$ cat src/rtl/mem_port_arbiter_if.sv
// Bus bundle between the two memory requesters, the arbiter and the memory macro.
// The slave modport is the arbiter's view; master is the surrounding environment.
interface mem_port_arbiter_if #(
    parameter int ADDR_W = 32,
    parameter int DATA_W = 32
);
    logic              boot_mode;
    logic              req0;
    logic              req1;
    logic              we0;
    logic              we1;
    logic [ADDR_W-1:0] addr0;
    logic [ADDR_W-1:0] addr1;
    logic [DATA_W-1:0] wdata0;
    logic [DATA_W-1:0] wdata1;
    logic              gnt0;
    logic              gnt1;
    logic              rvalid0;
    logic              rvalid1;
    logic [DATA_W-1:0] rdata0;
    logic [DATA_W-1:0] rdata1;
    logic              mem_re;
    logic              mem_we;
    logic [ADDR_W-1:0] mem_addr;
    logic [DATA_W-1:0] mem_wdata;
    logic [DATA_W-1:0] mem_rdata;

    modport slave (
        input  boot_mode, req0, req1, we0, we1, addr0, addr1, wdata0, wdata1, mem_rdata,
        output gnt0, gnt1, rvalid0, rvalid1, rdata0, rdata1,
               mem_re, mem_we, mem_addr, mem_wdata
    );

    modport master (
        output boot_mode, req0, req1, we0, we1, addr0, addr1, wdata0, wdata1, mem_rdata,
        input  gnt0, gnt1, rvalid0, rvalid1, rdata0, rdata1,
               mem_re, mem_we, mem_addr, mem_wdata
    );
endinterface

$ cat src/rtl/mem_port_arbiter.sv
// Shares a single-port memory between the core (port 0) and the boot loader (port 1),
// covering the memory's one-cycle read latency and routing read data to its issuer.
module mem_port_arbiter #(
    parameter int ADDR_W = 32,
    parameter int DATA_W = 32
) (
    input  logic                 clk,
    input  logic                 rst,
    mem_port_arbiter_if.slave    bus
);
    localparam logic [0:0] ST_IDLE    = 1'b0;
    localparam logic [0:0] ST_RD_WAIT = 1'b1;

    logic [0:0]        state_q, state_d;
    logic              rd_owner_q, rd_owner_d;
    logic              prio_q, prio_d;

    logic              elig0, elig1, win1, win_we;
    logic              gnt0, gnt1, rvalid0, rvalid1, mem_re, mem_we;
    logic [DATA_W-1:0] rdata0, rdata1, mem_wdata;
    logic [ADDR_W-1:0] mem_addr;

    // The core is invisible to arbitration while the loader owns memory in boot mode.
    always_comb begin
        elig0  = bus.req0 & ~bus.boot_mode;
        elig1  = bus.req1;
        win1   = elig1 & (~elig0 | prio_q);
        win_we = win1 ? bus.we1 : bus.we0;
    end

    always_comb begin
        state_d    = state_q;
        rd_owner_d = rd_owner_q;
        prio_d     = prio_q;
        gnt0       = 1'b0;
        gnt1       = 1'b0;
        rvalid0    = 1'b0;
        rvalid1    = 1'b0;
        rdata0     = '0;
        rdata1     = '0;
        mem_re     = 1'b0;
        mem_we     = 1'b0;
        mem_addr   = bus.addr0;
        mem_wdata  = bus.wdata0;

        if (!rst) begin
            if (state_q == ST_RD_WAIT) begin
                rvalid0 = ~rd_owner_q;
                rvalid1 = rd_owner_q;
                rdata0  = rd_owner_q ? '0 : bus.mem_rdata;
                rdata1  = rd_owner_q ? bus.mem_rdata : '0;
                state_d = ST_IDLE;
            end else if (elig0 || elig1) begin
                gnt0   = ~win1;
                gnt1   = win1;
                mem_we = win_we;
                mem_re = ~win_we;
                if (win1) begin
                    mem_addr  = bus.addr1;
                    mem_wdata = bus.wdata1;
                end
                // The loser of this grant gets the next tie.
                prio_d = ~win1;
                if (!win_we) begin
                    rd_owner_d = win1;
                    state_d    = ST_RD_WAIT;
                end
            end
        end
    end

    always_ff @(posedge clk) begin
        if (rst) begin
            state_q    <= ST_IDLE;
            rd_owner_q <= 1'b0;
            prio_q     <= 1'b0;
        end else begin
            state_q    <= state_d;
            rd_owner_q <= rd_owner_d;
            prio_q     <= prio_d;
        end
    end

    assign bus.gnt0      = gnt0;
    assign bus.gnt1      = gnt1;
    assign bus.rvalid0   = rvalid0;
    assign bus.rvalid1   = rvalid1;
    assign bus.rdata0    = rdata0;
    assign bus.rdata1    = rdata1;
    assign bus.mem_re    = mem_re;
    assign bus.mem_we    = mem_we;
    assign bus.mem_addr  = mem_addr;
    assign bus.mem_wdata = mem_wdata;
endmodule

$ cat src/flat_wrapper.sv
// flat-port wrapper written by rule: the top's interface ports become plain ports
module mem_port_arbiter_flat 
#(
    parameter int ADDR_W = 32,
    parameter int DATA_W = 32
)
  (clk, rst, bus_boot_mode, bus_req0, bus_req1, bus_we0, bus_we1, bus_addr0, bus_addr1, bus_wdata0, bus_wdata1, bus_mem_rdata, bus_gnt0, bus_gnt1, bus_rvalid0, bus_rvalid1, bus_rdata0, bus_rdata1, bus_mem_re, bus_mem_we, bus_mem_addr, bus_mem_wdata);
  mem_port_arbiter_if #(.ADDR_W(ADDR_W), .DATA_W(DATA_W)) bus_i ();
  input  logic clk;
  input  logic rst;
  input wire logic [$bits(bus_i.boot_mode)-1:0] bus_boot_mode;
  input wire logic [$bits(bus_i.req0)-1:0] bus_req0;
  input wire logic [$bits(bus_i.req1)-1:0] bus_req1;
  input wire logic [$bits(bus_i.we0)-1:0] bus_we0;
  input wire logic [$bits(bus_i.we1)-1:0] bus_we1;
  input wire logic [$bits(bus_i.addr0)-1:0] bus_addr0;
  input wire logic [$bits(bus_i.addr1)-1:0] bus_addr1;
  input wire logic [$bits(bus_i.wdata0)-1:0] bus_wdata0;
  input wire logic [$bits(bus_i.wdata1)-1:0] bus_wdata1;
  input wire logic [$bits(bus_i.mem_rdata)-1:0] bus_mem_rdata;
  output wire logic [$bits(bus_i.gnt0)-1:0] bus_gnt0;
  output wire logic [$bits(bus_i.gnt1)-1:0] bus_gnt1;
  output wire logic [$bits(bus_i.rvalid0)-1:0] bus_rvalid0;
  output wire logic [$bits(bus_i.rvalid1)-1:0] bus_rvalid1;
  output wire logic [$bits(bus_i.rdata0)-1:0] bus_rdata0;
  output wire logic [$bits(bus_i.rdata1)-1:0] bus_rdata1;
  output wire logic [$bits(bus_i.mem_re)-1:0] bus_mem_re;
  output wire logic [$bits(bus_i.mem_we)-1:0] bus_mem_we;
  output wire logic [$bits(bus_i.mem_addr)-1:0] bus_mem_addr;
  output wire logic [$bits(bus_i.mem_wdata)-1:0] bus_mem_wdata;
  assign bus_i.boot_mode = bus_boot_mode;
  assign bus_i.req0 = bus_req0;
  assign bus_i.req1 = bus_req1;
  assign bus_i.we0 = bus_we0;
  assign bus_i.we1 = bus_we1;
  assign bus_i.addr0 = bus_addr0;
  assign bus_i.addr1 = bus_addr1;
  assign bus_i.wdata0 = bus_wdata0;
  assign bus_i.wdata1 = bus_wdata1;
  assign bus_i.mem_rdata = bus_mem_rdata;
  assign bus_gnt0 = bus_i.gnt0;
  assign bus_gnt1 = bus_i.gnt1;
  assign bus_rvalid0 = bus_i.rvalid0;
  assign bus_rvalid1 = bus_i.rvalid1;
  assign bus_rdata0 = bus_i.rdata0;
  assign bus_rdata1 = bus_i.rdata1;
  assign bus_mem_re = bus_i.mem_re;
  assign bus_mem_we = bus_i.mem_we;
  assign bus_mem_addr = bus_i.mem_addr;
  assign bus_mem_wdata = bus_i.mem_wdata;
  mem_port_arbiter #(.ADDR_W(ADDR_W), .DATA_W(DATA_W)) u_core (.clk(clk), .rst(rst), .bus(bus_i));
endmodule
$ cat config.mk
export PLATFORM = sky130hd
export DESIGN_NAME = mem_port_arbiter_flat
export DESIGN_NICKNAME = d
export VERILOG_FILES = /design/src/rtl/mem_port_arbiter_if.sv /design/src/rtl/mem_port_arbiter.sv /design/src/flat_wrapper.sv
export SDC_FILE = /design/constraint.sdc
export NUM_CORES = 1
export LEC_CHECK = 0
export CAP_MARGIN = 5
export CORE_AREA = 2 2 117 119
export DETAILED_ROUTE_END_ITERATION = 10
export DIE_AREA = 0 0 119 121
export RECOVER_POWER = 100
export SYNTH_ARGS = -nofsm -noshare
export SYNTH_HDL_FRONTEND = slang
export SYNTH_SLANG_ARGS = --single-unit
$ cat constraint.sdc
create_clock -name clk -period 1.5 [get_ports clk]
set_input_delay 0.225 -clock clk [delete_from_list [all_inputs] [get_ports clk]]
set_output_delay 0.225 -clock clk [all_outputs]
set_load 0.005 [all_outputs]
==> impl_metrics.tcl, run 1 <==
set metrics [dict create \
    fin_setup_tns_ns -61.68 \
    post-place-cells 649 \
    worstPathRequired_ns 1.27 \
    areaGrowthSynthToFinish_pct 246 \
    worstMarginPinSlew_ns 0.318 \
    rsz0062_at_grt "true" \
    gp_congestion 0.762 \
    via_per_inst 3.79 \
    p_per_area_mw_per_mm2 341 \
    global_route.overflow_total 0 \
    io_pins 301 \
    ys_ff_latch 3 \
    hold_class "input pin to flop" \
    dp_hpwl_microns 7880 \
    crit_family "simple AND/OR/NAND/NOR gates" \
    fin_crit_sh_pct 143 \
    synthFlopType "dfxtp_1" \
    cap_violations 0 \
    syn-instance-count 168 \
    grt_first_pass_wirelength_microns 14100 \
    critPathKind "flop to output pin" \
    postCtsHoldBufs 0 \
    violations "negative setup slack" \
    grt_pass1_vias 2607 \
    h-tree-depth 1 \
    arrival_ns 1.93 \
    path_max_fanout 8 \
    hold_viol_final 0 \
    power_mw 1.92 \
    synth_area_leaders "mux2_4 (35%), and2_1 (25%), mux2_2 (18%)" \
    grt_max_degree 19 \
    reg2reg_from "u_core.prio_q" \
    worst-path-buf-inv 4 \
    drt_iter0_drc 25 \
    netlist_area_sq_mm 0.00162 \
    wl_per_cell_microns 15.7 \
    p_leak_nw 2.81 \
    dr.pass1.iters 4 \
    avgSynthCellArea_sq_um 9.67 \
    fillers 1239 \
    reg2reg_depth 5 \
    ant_nets 0 \
    slew-limit-headroom_pct 78.8 \
    cts_tree "yes" \
    antenna_found_initial 0 \
    multi_input_area_sq_mm 0.00156 \
    synth_edf_count 0 \
    cts_root_buffer "clkbuf_16" \
    initial_core_util_pct 12.4 \
    routed-via-count 2718 \
    nets 710 \
    synth_nets 335 \
    layoutNonFillerInstCount 718 \
    synth.distinct_cells 23 \
    die_w_microns 119 \
    rrSetupSlack_ns 0.22 \
    worst_setup_path_start_kind "flop" \
    clk_pin_slew_worst_paths_ns 0.03 \
    synthTopCellsByCount "and2_1 (64), mux2_4 (38), mux2_2 (26), clkbuf_1 (6), buf_12 (5)" \
    post-route-drc-count 0 \
    async_reset_ff_share_pct 0 \
    cts_sinks 3 \
    cts_buffers 3 \
    fin_hold_ws_ns 0.512 \
    slew_viol_final 0 \
    cp-endpoint "bus_mem_addr[4]" \
    fmax_ghz 0.465 \
    path_cells "or3b_4 > nand3_4 > buf_6 > clkbuf_16 > buf_6 > mux2_4 > buf_6" \
    cp_num_cells 7 \
    pre_cts_slack_ns -0.993 \
    dieArea_sq_mm 0.0144 \
    fp-row-count 42 \
    worstSkewPairLatency_ns 0.23 \
    track_usage_pct 12.3 \
    max_stage_delay_ns 0.41 \
    setup_ws_ns -0.650 \
    io_buffers 300 \
    cp-startpoint "u_core.prio_q" \
    clk_path_buf_depth 2 \
    layout_min_cycle_time_ns 2.15 \
    synth_most_common_cell "and2_1" \
    yosysWarnings 0 \
    wl_microns 11200 \
    crit_top_cell "buf_6" \
    regArea_sq_um 62.6 \
    end_kind "output pin" \
    slowest_stage "or3b_4" \
    seq_area_frac_synth_pct 3.70 \
    die_h_microns 121 \
    core_sq_mm 0.0131 \
    drive_gt1_share_pct 57.9 \
    r2r-end "u_core.state_q" \
    n_antenna_cell 0 \
    fin_skew_ns 0.000892 \
    setup_violations 134 \
    synth.top_cell.area_share_pct 35.1 \
    yosys.area.top_type "mux2_4" \
    status "complete, but fails checks" \
    vdd_drop_max_v 0.000398 \
]
[kinds of logic (layout without fill, tap and decap cells)]
| kind of cell | after synthesis | count (layout) | share of synthesized area (%) |
|---|---|---|---|
| flops | 3 | 3 | 3.70 |
| compound gates | 5 | 5 | 2.23 |
| mux | 64 | 64 | 53.2 |
| simple gates | 80 | 80 | 31.7 |
| buf+inv | 16 | 390 | 9.17 |
[per-stage QoR]
stage          area, sq um  utilization, %
4_1_cts               5170            39.5
5_1_grt               5610            42.9
3_5_place_dp          4890            37.4
6_report              5610            42.9
2_1_floorplan         1620               -
3_3_place_gp          4890            37.4
[how the worst min path moves through the flow]
stage	slack (ns)	end	cells after the start	startpoint
final	0.51	u_core.prio_q	3	rst
after global routing	0.54	u_core.prio_q	3	rst
after CTS	0.53	u_core.prio_q	3	rst
after detailed placement	0.62	u_core.rd_owner_q	3	u_core.rd_owner_q
after global placement	0.60	u_core.rd_owner_q	3	u_core.rd_owner_q
after floorplan	0.30	u_core.prio_q	1	rst
[worst reg2reg max path, delay by kind of cell (launching register included)]
kind | cells | cell delay [ns]
AOI/OAI and AO/OA | 1 | 0.09
and+or+nand+nor | 2 | 0.51
buffers and inverters | 2 | 0.25
DFF | 1 | 0.31
[final cells by class]
cell class,count,share of cell area (%)
flip-flops and latches,3,1.11
clock buffers,4,1.40
inverters,3,0.334
multi-input cells,149,27.8
repair buffers,383,65.4
well taps,176,3.92
[what timing repair did]
item | 4_1_cts | 5_1_grt
hold endpoints to repair | 0 | 0
cloned | 4 | 6
resized for setup | 123 | 388
endpoints found under the setup margin | 134 | 134
setup buffers | 11 | 48
pin swaps | 3 | 23
[report_power, final]
part           leakage (nW)  internal, mW  switching [mW]  total (mW)
Combinational          2.75          1.01           0.388        1.39
Sequential           0.0255        0.0870         0.00466      0.0917
Clock                0.0382         0.351          0.0802       0.432
[cells in the final DEF, fill, tap and decap left out, types with 4 or more instances in the layout]
cell type / count
clkbuf_2: 62
buf_4: 25
buf_2: 19
buf_6: 89
and2_4: 24
buf_8: 5
clkdlybuf4s50_1: 163
clkbuf_16: 8
mux2_2: 8
dlygate4sd2_1: 4
buf_12: 7
mux2_4: 56
and2_1: 40
[flip-flops by register name, indices dropped and copies added, names as in the netlist]
register and count:
u_core.prio_q 1, u_core.state_q 1, u_core.rd_owner_q 1
[routing by layer]
| layer | global-route usage, % | share of wire, % | up-vias |
|---|---|---|---|
| met5 | 0 | 0 | - |
| met4 | 1.41 | 0.62 | 0 |
| met3 | 3.99 | 8.1 | 6 |
| met2 | 25.6 | 57 | 153 |
| met1 | 12.0 | 34 | 1237 |
| li1 | - | - | 1322 |
Note: power is estimated with default switching activity, not from simulation.
==> run 2, diff against run 1 <==
- SKIP_LAST_GASP: default -> 1
==> run 2 against run 1 <==
The flow still finishes with violations (negative setup slack). Via count rose by 1.4%. Utilization rose by 1.7 points. Flip-flop and latch count did not move. Combinational power is essentially flat. Register-to-register slack got worse by 0.04 ns. Sequential share of layout area about the same. Total power rose by 0.86%. Cell count rose by 1.8%. Worst setup slack got worse by 0.013 ns. Final area is 3.9% higher. Hold slack improved by 0.034 ns. Clock power about the same.
==> impl_metrics.tcl, run 2 (synthesized netlist as in run 1, its figures left out) <==
set metrics [dict create \
    n_antenna_cell 0 \
    fin_skew_ns 0.000934 \
    setup_violations 134 \
    fmax_ghz 0.462 \
    cts_tree "yes" \
    path_max_fanout 6 \
    end_kind "output pin" \
    regArea_sq_um 65.1 \
    postCtsHoldBufs 0 \
    fillers 1217 \
    p_per_area_mw_per_mm2 331 \
    routed-via-count 2756 \
    cts_root_buffer "clkbuf_16" \
    drive_gt1_share_pct 55.0 \
    crit_top_cell "buf_6" \
    holdPathStages 3 \
    dr.pass1.iters 4 \
    slowest_stage "or3b_4" \
    dp_hpwl_microns 7880 \
    dieArea_sq_mm 0.0144 \
    h-tree-depth 1 \
    via_per_inst 3.77 \
    critPathKind "flop to output pin" \
    reg2reg_depth 5 \
    post-route-drc-count 0 \
    grt_pass1_vias 2610 \
    worstPathRequired_ns 1.27 \
    path_cells "or3b_4 > nand3_4 > clkbuf_16 > buf_8 > buf_6 > mux2_4 > buf_6" \
    ant_nets 0 \
    vdd_drop_max_v 0.000398 \
    worstSkewPairLatency_ns 0.23 \
    worstMarginPinSlew_ns 0.319 \
    nets 723 \
    fin_hold_ws_ns 0.546 \
    most-common-layout-cells "clkdlybuf4s50_1 (172), buf_6 (81), clkbuf_2 (56)" \
    final_common_cell "clkdlybuf4s50_1" \
    grt_first_pass_wirelength_microns 14100 \
    wl_microns 11400 \
    post-place-cells 649 \
    cts_sinks 3 \
    layoutNonFillerInstCount 731 \
    max_stage_delay_ns 0.44 \
    hold_viol_final 0 \
    die_w_microns 119 \
    layout_min_cycle_time_ns 2.16 \
    initial_core_util_pct 12.4 \
    rrSetupSlack_ns 0.18 \
    crit_family "simple AND/OR/NAND/NOR gates" \
    fp-row-count 42 \
    wl_per_cell_microns 15.5 \
    cts_buffers 3 \
    final_core_util_pct 44.6 \
    grt_max_degree 19 \
    p_leak_nw 3.02 \
    drt_iter0_drc 19 \
    r2r-end "u_core.state_q" \
    clk_pin_slew_worst_paths_ns 0.03 \
    slew_viol_final 0 \
    setup_ws_ns -0.663 \
    status "complete, but fails checks" \
    gp_congestion 0.762 \
    arrival_ns 1.94 \
    global_route.overflow_total 0 \
    areaGrowthSynthToFinish_pct 259 \
    io_buffers 300 \
    fin_crit_sh_pct 144 \
    multi_input_area_sq_mm 0.00157 \
    track_usage_pct 12.3 \
    hold_class "input pin to flop" \
    worst-path-buf-inv 4 \
    core_sq_mm 0.0131 \
    slew-limit-headroom_pct 78.7 \
    whs_endpoint "u_core.prio_q" \
    top_regs "u_core.prio_q: 1 flops, u_core.rd_owner_q: 1 flops, u_core.state_q: 1 flops" \
    clk_path_buf_depth 2 \
    violations "negative setup slack" \
    die_h_microns 121 \
    rsz0062_at_grt "true" \
    hold_start "rst" \
    cap_violations 0 \
    antenna_found_initial 0 \
    reg2reg_from "u_core.prio_q" \
    worst_setup_path_start_kind "flop" \
    io_pins 301 \
]
[run 2: changes by cell type in the layout (fill, tap and decap cells not counted), moves of 5 or more]
| cell | previous run | this run |
|---|---|---|
| dlymetal6s2s_1 | 1 | 18 |
| buf_2 | 19 | 4 |
| buf_4 | 25 | 40 |
| clkdlybuf4s50_1 | 163 | 172 |
| buf_6 | 89 | 81 |
| clkbuf_2 | 62 | 56 |
| mux2_2 | 8 | 13 |
| mux2_4 | 56 | 51 |
[run 2: worst max path at each step]
stage	from	endpoint	slack (ns)	depth (start not counted)
after floorplan	u_core.prio_q	bus_mem_addr[0]	-0.08	5
after global placement	bus_req0	bus_mem_wdata[1]	-0.98	6
after detailed placement	bus_boot_mode	bus_mem_wdata[31]	-0.99	6
after CTS	u_core.prio_q	bus_mem_addr[28]	-0.87	6
after global routing	u_core.prio_q	bus_mem_wdata[21]	-0.72	7
final	u_core.prio_q	bus_mem_wdata[21]	-0.66	7
[run 2: tightest hold or removal path: cells and delay by family]
kind / cells / cell delay, ns
buffers and inverters: 2 / 0.44
and+or+nand+nor: 1 / 0.07
[run 2: cell type report]
cell class / count / share of cell area [%]
multi-input cells: 150 / 27.0
well taps: 176 / 3.78
flip-flops and latches: 3 / 1.12
clock buffers: 4 / 1.35
repair buffers: 395 / 66.5
inverters: 3 / 0.322
[run 2: power by group]
group	switching [mW]	total [mW]	internal [mW]
clock network	0.0800	0.431	0.351
registers	0.00554	0.0916	0.0861
logic	0.389	1.41	1.02
[run 2: per-layer routing]
| layer | track usage, % | part of all wire, % | vias up |
|---|---|---|---|
| met2 | 25.3 | 56 | 153 |
| met5 | 0 | 0 | - |
| met1 | 12.1 | 35 | 1244 |
| li1 | - | - | 1353 |
| met3 | 3.99 | 8.7 | 6 |
| met4 | 1.41 | 0.32 | 0 |
[run 2: what timing repair did]
| action | in CTS | in global routing |
|---|---|---|
| resized for setup | 49 | 381 |
| setup buffers | 11 | 59 |
| endpoints found under the setup margin | 134 | 134 |
| pin swaps | 3 | 29 |
| cloned | 4 | 8 |
[run 2: stage by stage]
step                TNS, ns  setup WS, ns  instance area (sq um)  total power, mW
floorplan             -3.25       -0.0801                   1620            0.463
global placement    -100.85        -0.985                   4890             1.28
detailed placement  -102.71        -0.993                   4890             1.29
CTS                  -92.93        -0.872                   5150             1.77
global route         -65.06        -0.715                   5830             2.03
finish               -57.62        -0.663                   5830             1.93
==> run 3, diff against run 2 <==
- HOLD_SLACK_MARGIN: default -> 0.15
==> results of run 3 <==
Final layout, timing and power as in run 2 (identical DEF).
